===== config.mk =====
export PLATFORM = sky130hd
export DESIGN_NAME = branch_resolve_unit
export DESIGN_NICKNAME = d
export VERILOG_FILES = /design/src/rtl/branch_resolve_unit_pkg.sv /design/src/rtl/branch_resolve_unit_bht_2bit.sv /design/src/rtl/branch_resolve_unit.sv
export SDC_FILE = /design/constraint.sdc
export NUM_CORES = 1
export LEC_CHECK = 0
export CAP_MARGIN = 20
export CELL_PAD_IN_SITES_DETAIL_PLACEMENT = 0
export CELL_PAD_IN_SITES_GLOBAL_PLACEMENT = 2
export CORE_MARGIN = 1.5
export CORE_UTILIZATION = 25
export DETAILED_ROUTE_END_ITERATION = 16
export HOLD_SLACK_MARGIN = 0.08
export PLACE_DENSITY = 0.57
export SLEW_MARGIN = 30
export SYNTH_ARGS = -nofsm -noshare
export SYNTH_HDL_FRONTEND = slang
export SYNTH_SLANG_ARGS = --single-unit

===== constraint.sdc =====
create_clock -name clk -period 12.15 [get_ports clk]
set_clock_uncertainty 0.1 [all_clocks]
set_input_delay 1.8225 -clock clk [delete_from_list [all_inputs] [get_ports clk]]
set_output_delay 1.8225 -clock clk [all_outputs]
set_load 0.01 [all_outputs]

===== src/rtl/branch_resolve_unit_pkg.sv =====
// Shared definitions for the branch resolve unit: BHT geometry, 2-bit counter
// encodings, the IF->EX tracking record and the saturating counter step.
package branch_resolve_unit_pkg;

  localparam int          DEF_BHT_IDX_W = 8;
  localparam logic [31:0] PC_INC        = 32'd4;

  typedef enum logic [1:0] {
    SNT = 2'b00,
    WNT = 2'b01,
    WT  = 2'b10,
    ST  = 2'b11
  } bht_cnt_e;

  typedef struct packed {
    logic        valid;
    logic        taken;
    logic [31:0] target;
  } track_t;

  function automatic bht_cnt_e cnt_update(input bht_cnt_e cnt, input logic taken);
    if (taken) return (cnt == ST)  ? ST  : bht_cnt_e'(cnt + 2'd1);
    else       return (cnt == SNT) ? SNT : bht_cnt_e'(cnt - 2'd1);
  endfunction

endpackage


===== src/rtl/branch_resolve_unit_bht_2bit.sv =====
// Branch history table of 2-bit saturating counters: combinational read port for
// IF, synchronous saturating update port for EX. No write-to-read bypass.
module bht_2bit
  import branch_resolve_unit_pkg::*;
#(
  parameter int IDX_W = DEF_BHT_IDX_W
) (
  input  logic             clk,
  input  logic             rst_n,
  input  logic [IDX_W-1:0] rd_idx,
  output logic [1:0]       rd_cnt,
  input  logic             wr_en,
  input  logic [IDX_W-1:0] wr_idx,
  input  logic             wr_taken
);

  localparam int ENTRIES = 1 << IDX_W;

  bht_cnt_e cnt_q [ENTRIES];

  assign rd_cnt = cnt_q[rd_idx];

  always_ff @(posedge clk) begin
    if (!rst_n) begin
      for (int i = 0; i < ENTRIES; i++) cnt_q[i] <= WNT;
    end else if (wr_en) begin
      cnt_q[wr_idx] <= cnt_update(cnt_q[wr_idx], wr_taken);
    end
  end

endmodule


===== src/rtl/branch_resolve_unit.sv =====
// Directional prediction in IF (BHT gating the BTB hit), a prediction tracking
// pipe to EX, and EX-stage resolution driving flush, BTB update and BHT training.
module branch_resolve_unit
  import branch_resolve_unit_pkg::*;
#(
  parameter int BHT_IDX_W  = DEF_BHT_IDX_W,
  parameter int PIPE_DEPTH = 2,
  parameter int CNT_W      = 32
) (
  input  logic             clk,
  input  logic             rst_n,
  input  logic [31:0]      pc_in,
  input  logic             if_valid,
  input  logic             btb_hit,
  input  logic [31:0]      btb_target,
  input  logic             stall,
  input  logic             ex_valid,
  input  logic             ex_is_branch,
  input  logic             ex_taken,
  input  logic [31:0]      ex_target,
  input  logic [31:0]      ex_pc,
  output logic [31:0]      next_pc,
  output logic             pred_taken,
  output logic             flush,
  output logic [31:0]      redirect_pc,
  output logic             br_update,
  output logic [31:0]      pc_ex,
  output logic [31:0]      target_pc,
  output logic [CNT_W-1:0] br_count,
  output logic [CNT_W-1:0] mispred_count
);

  logic [1:0] bht_rd_cnt;
  logic       bht_wr_en;
  track_t     track_p [PIPE_DEPTH];
  track_t     ex_trk;
  logic       checked;
  logic       mispredict;

  bht_2bit #(.IDX_W(BHT_IDX_W)) u_bht (
    .clk      (clk),
    .rst_n    (rst_n),
    .rd_idx   (pc_in[BHT_IDX_W+1:2]),
    .rd_cnt   (bht_rd_cnt),
    .wr_en    (bht_wr_en),
    .wr_idx   (ex_pc[BHT_IDX_W+1:2]),
    .wr_taken (ex_taken)
  );

  // IF: BHT direction gates the BTB hit
  assign pred_taken = if_valid & btb_hit & bht_rd_cnt[1];
  assign next_pc    = pred_taken ? btb_target : pc_in + PC_INC;

  // tracking pipe: flush wins over stall, reset only clears valids
  always_ff @(posedge clk) begin
    if (!rst_n || flush) begin
      for (int i = 0; i < PIPE_DEPTH; i++) track_p[i].valid <= 1'b0;
    end else if (!stall) begin
      track_p[0] <= '{valid: if_valid, taken: pred_taken, target: btb_target};
      for (int i = 1; i < PIPE_DEPTH; i++) track_p[i] <= track_p[i-1];
    end
  end

  assign ex_trk = track_p[PIPE_DEPTH-1];

  // EX: compare tracked prediction with resolved outcome
  always_comb begin
    checked    = rst_n & ex_valid & ex_trk.valid;
    mispredict = 1'b0;
    if (checked) begin
      if (ex_is_branch) begin
        mispredict = (ex_taken != ex_trk.taken) |
                     (ex_taken & ex_trk.taken & (ex_target != ex_trk.target));
      end else begin
        mispredict = ex_trk.taken;
      end
    end
  end

  assign flush       = mispredict;
  assign redirect_pc = (ex_is_branch & ex_taken) ? ex_target : ex_pc + PC_INC;
  assign br_update   = checked & ex_is_branch & ex_taken & (ex_pc[1:0] == 2'b00) & ~stall;
  assign bht_wr_en   = checked & ex_is_branch & ~stall;
  assign pc_ex       = ex_pc;
  assign target_pc   = ex_target;

  // saturating performance counters, frozen while stalled
  always_ff @(posedge clk) begin
    if (!rst_n) begin
      br_count      <= '0;
      mispred_count <= '0;
    end else if (!stall) begin
      if (checked && ex_is_branch && !(&br_count)) br_count <= br_count + CNT_W'(1);
      if (mispredict && !(&mispred_count))       mispred_count <= mispred_count + CNT_W'(1);
    end
  end

endmodule


Word-level counts from Yosys, hierarchy flattened:

Memory sizes are Yosys's and may differ from the RTL's.
Cells that the tools add are included.

* reduce and logical (&&, ||, !) cells: 14
* $add $sub $neg: 6
* multiplexer cells: 23
* bitwise gates (word level): 16
* eq/ne operators: 3

Operators with widths (number)
* 32-bit by 1-bit adder with 32-bit output (second input constant): 2
* 32-bit by 3-bit adder with 32-bit output (second input constant): 2
* 32-bit 2-to-1 mux: 2
* 32-bit AND reduction: 2
* 32-bit != test: 1
* 1-bit 2-to-1 mux: 14
* 1-bit AND: 12
* 2-bit 2-to-1 mux: 6
* 8-bit 2-to-1 mux: 1
* 2-bit zero test: 2
* 2-bit AND reduction: 2
* 1-bit logical AND: 3
* 1-bit zero test: 3
* 1-bit OR: 3
* 2-bit by 1-bit adder with 2-bit output (second input constant): 1
* 2-bit == test (second input constant): 1
* 2-bit OR reduction: 1
* 2-bit by 1-bit subtractor with 2-bit output (second input constant): 1
* 1-bit logical OR: 1
* 1-bit != test: 1
* 1-bit NOT: 1

* output and inout bits: 195
* register bits after elaboration: 64
* memories: 2
* RAM bits: 580

Memories
* u_bht.cnt_q: depth 256, width 2, rd ports 2, clocked after memory_dff 0, wr ports 256, line branch_resolve_unit_bht_2bit.sv:19 `bht_cnt_e cnt_q [ENTRIES];`
* track_p: depth 2, width 34, rd ports 2, clocked after memory_dff 0, wr ports 2, line branch_resolve_unit.sv:35 `track_t track_p [PIPE_DEPTH];`

Depth between registers and ports, before layout:

An unclocked memory read counts as a cell.

* depth in word-level cells: 10
* gate-level depth with buffers: 15
* mapped depth without buffers: 9

Hierarchy:

A second synthesis with hierarchy kept.

* cell total of the unflattened synthesis: 3413
* area total of the unflattened synthesis: 38451.9 um^2

By module, submodules not included
* bht_2bit: cells an instance 2485, instances 1, area an instance 30153.9 um^2, sequential area each 15374.7 um^2
* branch_resolve_unit: cells an instance 928, instances 1, area an instance 8298.0 um^2, sequential area each 3323.2 um^2

Least setup slack after synthesis:

Ideal clock, no wire load.

* kind: input -> output
* start: input pc_in[2]
* end: output next_pc[24]
* setup slack: 5.597 ns
* required time: 10.227 ns
* buffers on the path: 4
* cell stages on the path: 10
* arrival time: 4.630 ns
* cells stage by stage: buf_2 buf_4 buf_2 mux4_2 mux4_2 a22oi_1 a21oi_1 o2bb2ai_1 buf_2 mux2_2

* cells in the longest elaborated chain, start to end: 3
* elaborated cells on any way between the ends: 4
* those cells by class: add/sub (1); mux (1); bitwise (1); memory (1)

RTL lines
* start: declaration: line branch_resolve_unit.sv:12 `input logic [31:0] pc_in,`
* memory 256 x 2 bit
* 1-bit AND: line branch_resolve_unit.sv:51 `assign pred_taken = if_valid & btb_hit & bht_rd_cnt[1];`
* net pred_taken: line branch_resolve_unit.sv:23 `output logic pred_taken,`
* 32-bit 2-to-1 mux: line branch_resolve_unit.sv:52 `assign next_pc = pred_taken ? btb_target : pc_in + PC_INC;`
* end: declaration: line branch_resolve_unit.sv:22 `output logic [31:0] next_pc,`

The timed path passes the listed nets, and every way through them passes these cells.

Worst setup path in the final report:

* start: input pc_in[3]
* end: output next_pc[2]

* cells in the longest elaborated chain, start to end: 3

RTL lines (line)
* memory 256 x 2 bit
* 1-bit AND: branch_resolve_unit.sv:51
* 32-bit 2-to-1 mux: branch_resolve_unit.sv:52

No other way between the ends.

==> key figures <==
Run status
  – Status: finished, final reports clean

Critical path
  – Reg2reg end: u_bht.cnt_q[93][1]
  – Flop2flop setup slack: between 6000 and 7000 ps
  – Worst Setup Path Type: in2out
  – CP endpoint kind: primary output
  – CP max FO: 34
  – Reg2reg start: u_bht.cnt_q[107][1]
  – Depth of the worst register-to-register path: 10
  – Worst setup SP type: input port
  – CP required: just over 10000 ps
  – Worst path arrival time: approximately 6700 ps

Timing
  – Slew Viols, Final: 0
  – RSZ-0062 raised after global routing: false
  – Slew margin rel.: 0.260
  – Setup TNS: 0 ps
  – Final Hold Viols: 0
  – Tcrit/Tclk final: 0.707
  – Final setup viols: 0
  – Final worst setup slack: between 3000 and 4000 ps
  – Slew @ Worst Pin: 1110 ps
  – Fin crit period: ~8600 ps
  – Max Fclk: 116 MHz

Layout
  – Synthesis-to-layout area growth: 18.8%
  – Fraction of layout cells with a size suffix above 1: 0.145
  – N_diodes: 0
  – Fin area: about 44000 um^2
  – Number of fillers in the final layout: roughly 15000
  – Nets@finish: around 3300

Die
  – # IOs: between 300 and 400
  – Height of the die: 387 um
  – Die ar.: about 150000 um^2
  – Std cell rows: 140
  – Die width: 387 um
  – Initial Util: 0.253
  – Core area: roughly 150000 um^2

Detailed routing
  – Total Wirelength: between 150000 and 200000 um
  – Via count: around 28000
  – Residual DRC: 0
  – Initial DRC count: roughly 2800
  – Antenna Nets Post-Route: 0
  – DR pass1 iterations: 7
  – Vias/cell: 5.47
  – DR WL/cell: 31.0 um

Clock tree
  – Post-cts sizing count: 0
  – Worst skew pair latency: between 600 and 700 ps
  – Clk buf depth: 3
  – CTS sink cnt: 644
  – TritonCTS clock tree: yes
  – H-tree level count: 3
  – Hold Buf Count CTS: 0
  – Root buf cell: clkbuf_16
  – CTS buffer count: roughly 80
  – CTS clock-pin slew for the worst setup and hold paths: 50 ps
  – Setup bufs post-CTS: 0

Synthesis
  – Syn avg cell area: between 10 and 15 um^2
  – Synth Register Bits: ~640
  – Cells after Synth: ~3100
  – Area leader, netlist: edfxtp_1
  – Ys Warns: 0
  – Post-synth top cells: edfxtp_1, o21ai_0, o211ai_1
  – Ranking of synthesized cells by area: edfxtp_1, mux4_2, o211ai_1
  – Most common cell in the netlist: edfxtp_1
  – EDFF count, synth: 580
  – Unique masters post-synth: ~70
  – Cell area after synthesis: roughly 37000 um^2
  – Syn_nets: between 3000 and 4000
  – Synth top area share: 0.471
  – Ys flop type: edfxtp_1
  – Sequential area share after synthesis: 0.506
  – Post-synth ARST share: 0

Place
  – Final Wtd Congestion: 0.864
  – Placed instance area: 41300 um^2
  – DP HPWL: about 100000 um
  – DP Worst Slack: 3580 ps
  – Input/output buffers: 330

Pwr
  – Total power: around 5700 uW
  – VDD IR max: between 0.00008 and 0.00009 V
  – Leak pwr: 0.0131 uW
  – PwrDens: between 100 and 150 nW/um^2

Min path
  – Hold endpoint: mispred_count[10]
  – Worst hold path class: reg2reg
  – Hold depth: 1
  – Hold Crit Start: mispred_count[10]

Global route
  – Total track usage: 0.207
  – Largest net degree at the start of global routing: 162
  – First-pass GRT wire length: 223000 um
  – Vias in the first global route: around 28000
  – Antenna violations before repair: 1
  – Total gr overflow: 0

Run
  – Max-Cap Viols: 0
[worst max-delay path, cell delays in order]
cell and delay, ps:
buf_4 560, buf_4 710, mux4_2 430, mux4_2 550, a22o_1 260, a221oi_1 530
mux2_2 340, o2bb2ai_4 60, buf_4 270, mux2i_1 390, clkdlybuf4s50_1 620
[metrics by stage]
step	hold slack, ps	utilization	cells
3_3_place_gp	368	0.282	5011
3_5_place_dp	381	0.283	5012
4_1_cts	394	0.300	5148
6_report	384	0.300	5149
2_1_floorplan	389	-	3115
5_1_grt	411	0.300	5149
[report_power, final]
part	leakage, uW	switching [uW]	internal, uW
Sequential	0.00570	23.3	2450
Combinational	0.00622	580	253
Clock	0.00122	1010	1380
[flip-flops by register name, indices dropped and copies added, names as in the netlist]
signal	count
br_count	32
mispred_count	32
track_p	68
u_bht.cnt_q	512
[kinds of logic (layout without fill, tap and decap cells)]
family                   Yosys count  count (layout)  share of synthesized area
AO/OA/AOI/OAI                    908             908                      0.165
AND/OR/NAND/NOR                  654             654                     0.0914
flip-flops                       644             644                      0.506
buffers and inverters            469             586                     0.0627
multiplexers                     315             315                      0.145
XOR/XNOR                         117             117                     0.0277
adder cells (fa/ha/maj)            8               8                    0.00271
[metal layers]
layer | wire length [um] | track usage | vias up
met1 | 67900 | 0.276 | 14700
met4 | 4840 | 0.0693 | 0
met2 | 77100 | 0.345 | 1053
met5 | 0 | 0 | -
li1 | - | - | 12200
met3 | 9680 | 0.0270 | 198
[how the worst max path moves through the flow]
stage | endpoint | startpoint | depth (start not counted)
2_1_floorplan | next_pc[24] | pc_in[2] | 10
3_3_place_gp | next_pc[2] | pc_in[3] | 11
3_5_place_dp | redirect_pc[28] | ex_pc[5] | 11
4_1_cts | redirect_pc[28] | ex_pc[5] | 11
5_1_grt | redirect_pc[28] | ex_pc[5] | 12
6_report | next_pc[2] | pc_in[3] | 11
[cell type report]
cell class / count / area, um^2 / share of cell area
clock buffers: 92 / 2070 / 0.0471
clock inverters: 44 / 428 / 0.00975
inverters: 25 / 93.8 / 0.00214
multi-input cells: 2002 / 16100 / 0.367
flip-flops and latches: 644 / 18700 / 0.426
well taps: 1917 / 2400 / 0.0547
repair buffers: 425 / 4090 / 0.0932
[cells in the final DEF (no fill, tap or decap), types with 73 or more instances in the layout]
master / n
edfxtp_1: 580
clkdlybuf4s50_1: 319
o21ai_0: 265
o211ai_1: 229
a211oi_1: 225
nand2_1: 200
mux4_2: 171
and2_1: 113
mux2i_1: 104
buf_4: 89
clkbuf_16: 81
xor2_1: 73
Note: power is estimated with default switching activity, not from simulation.
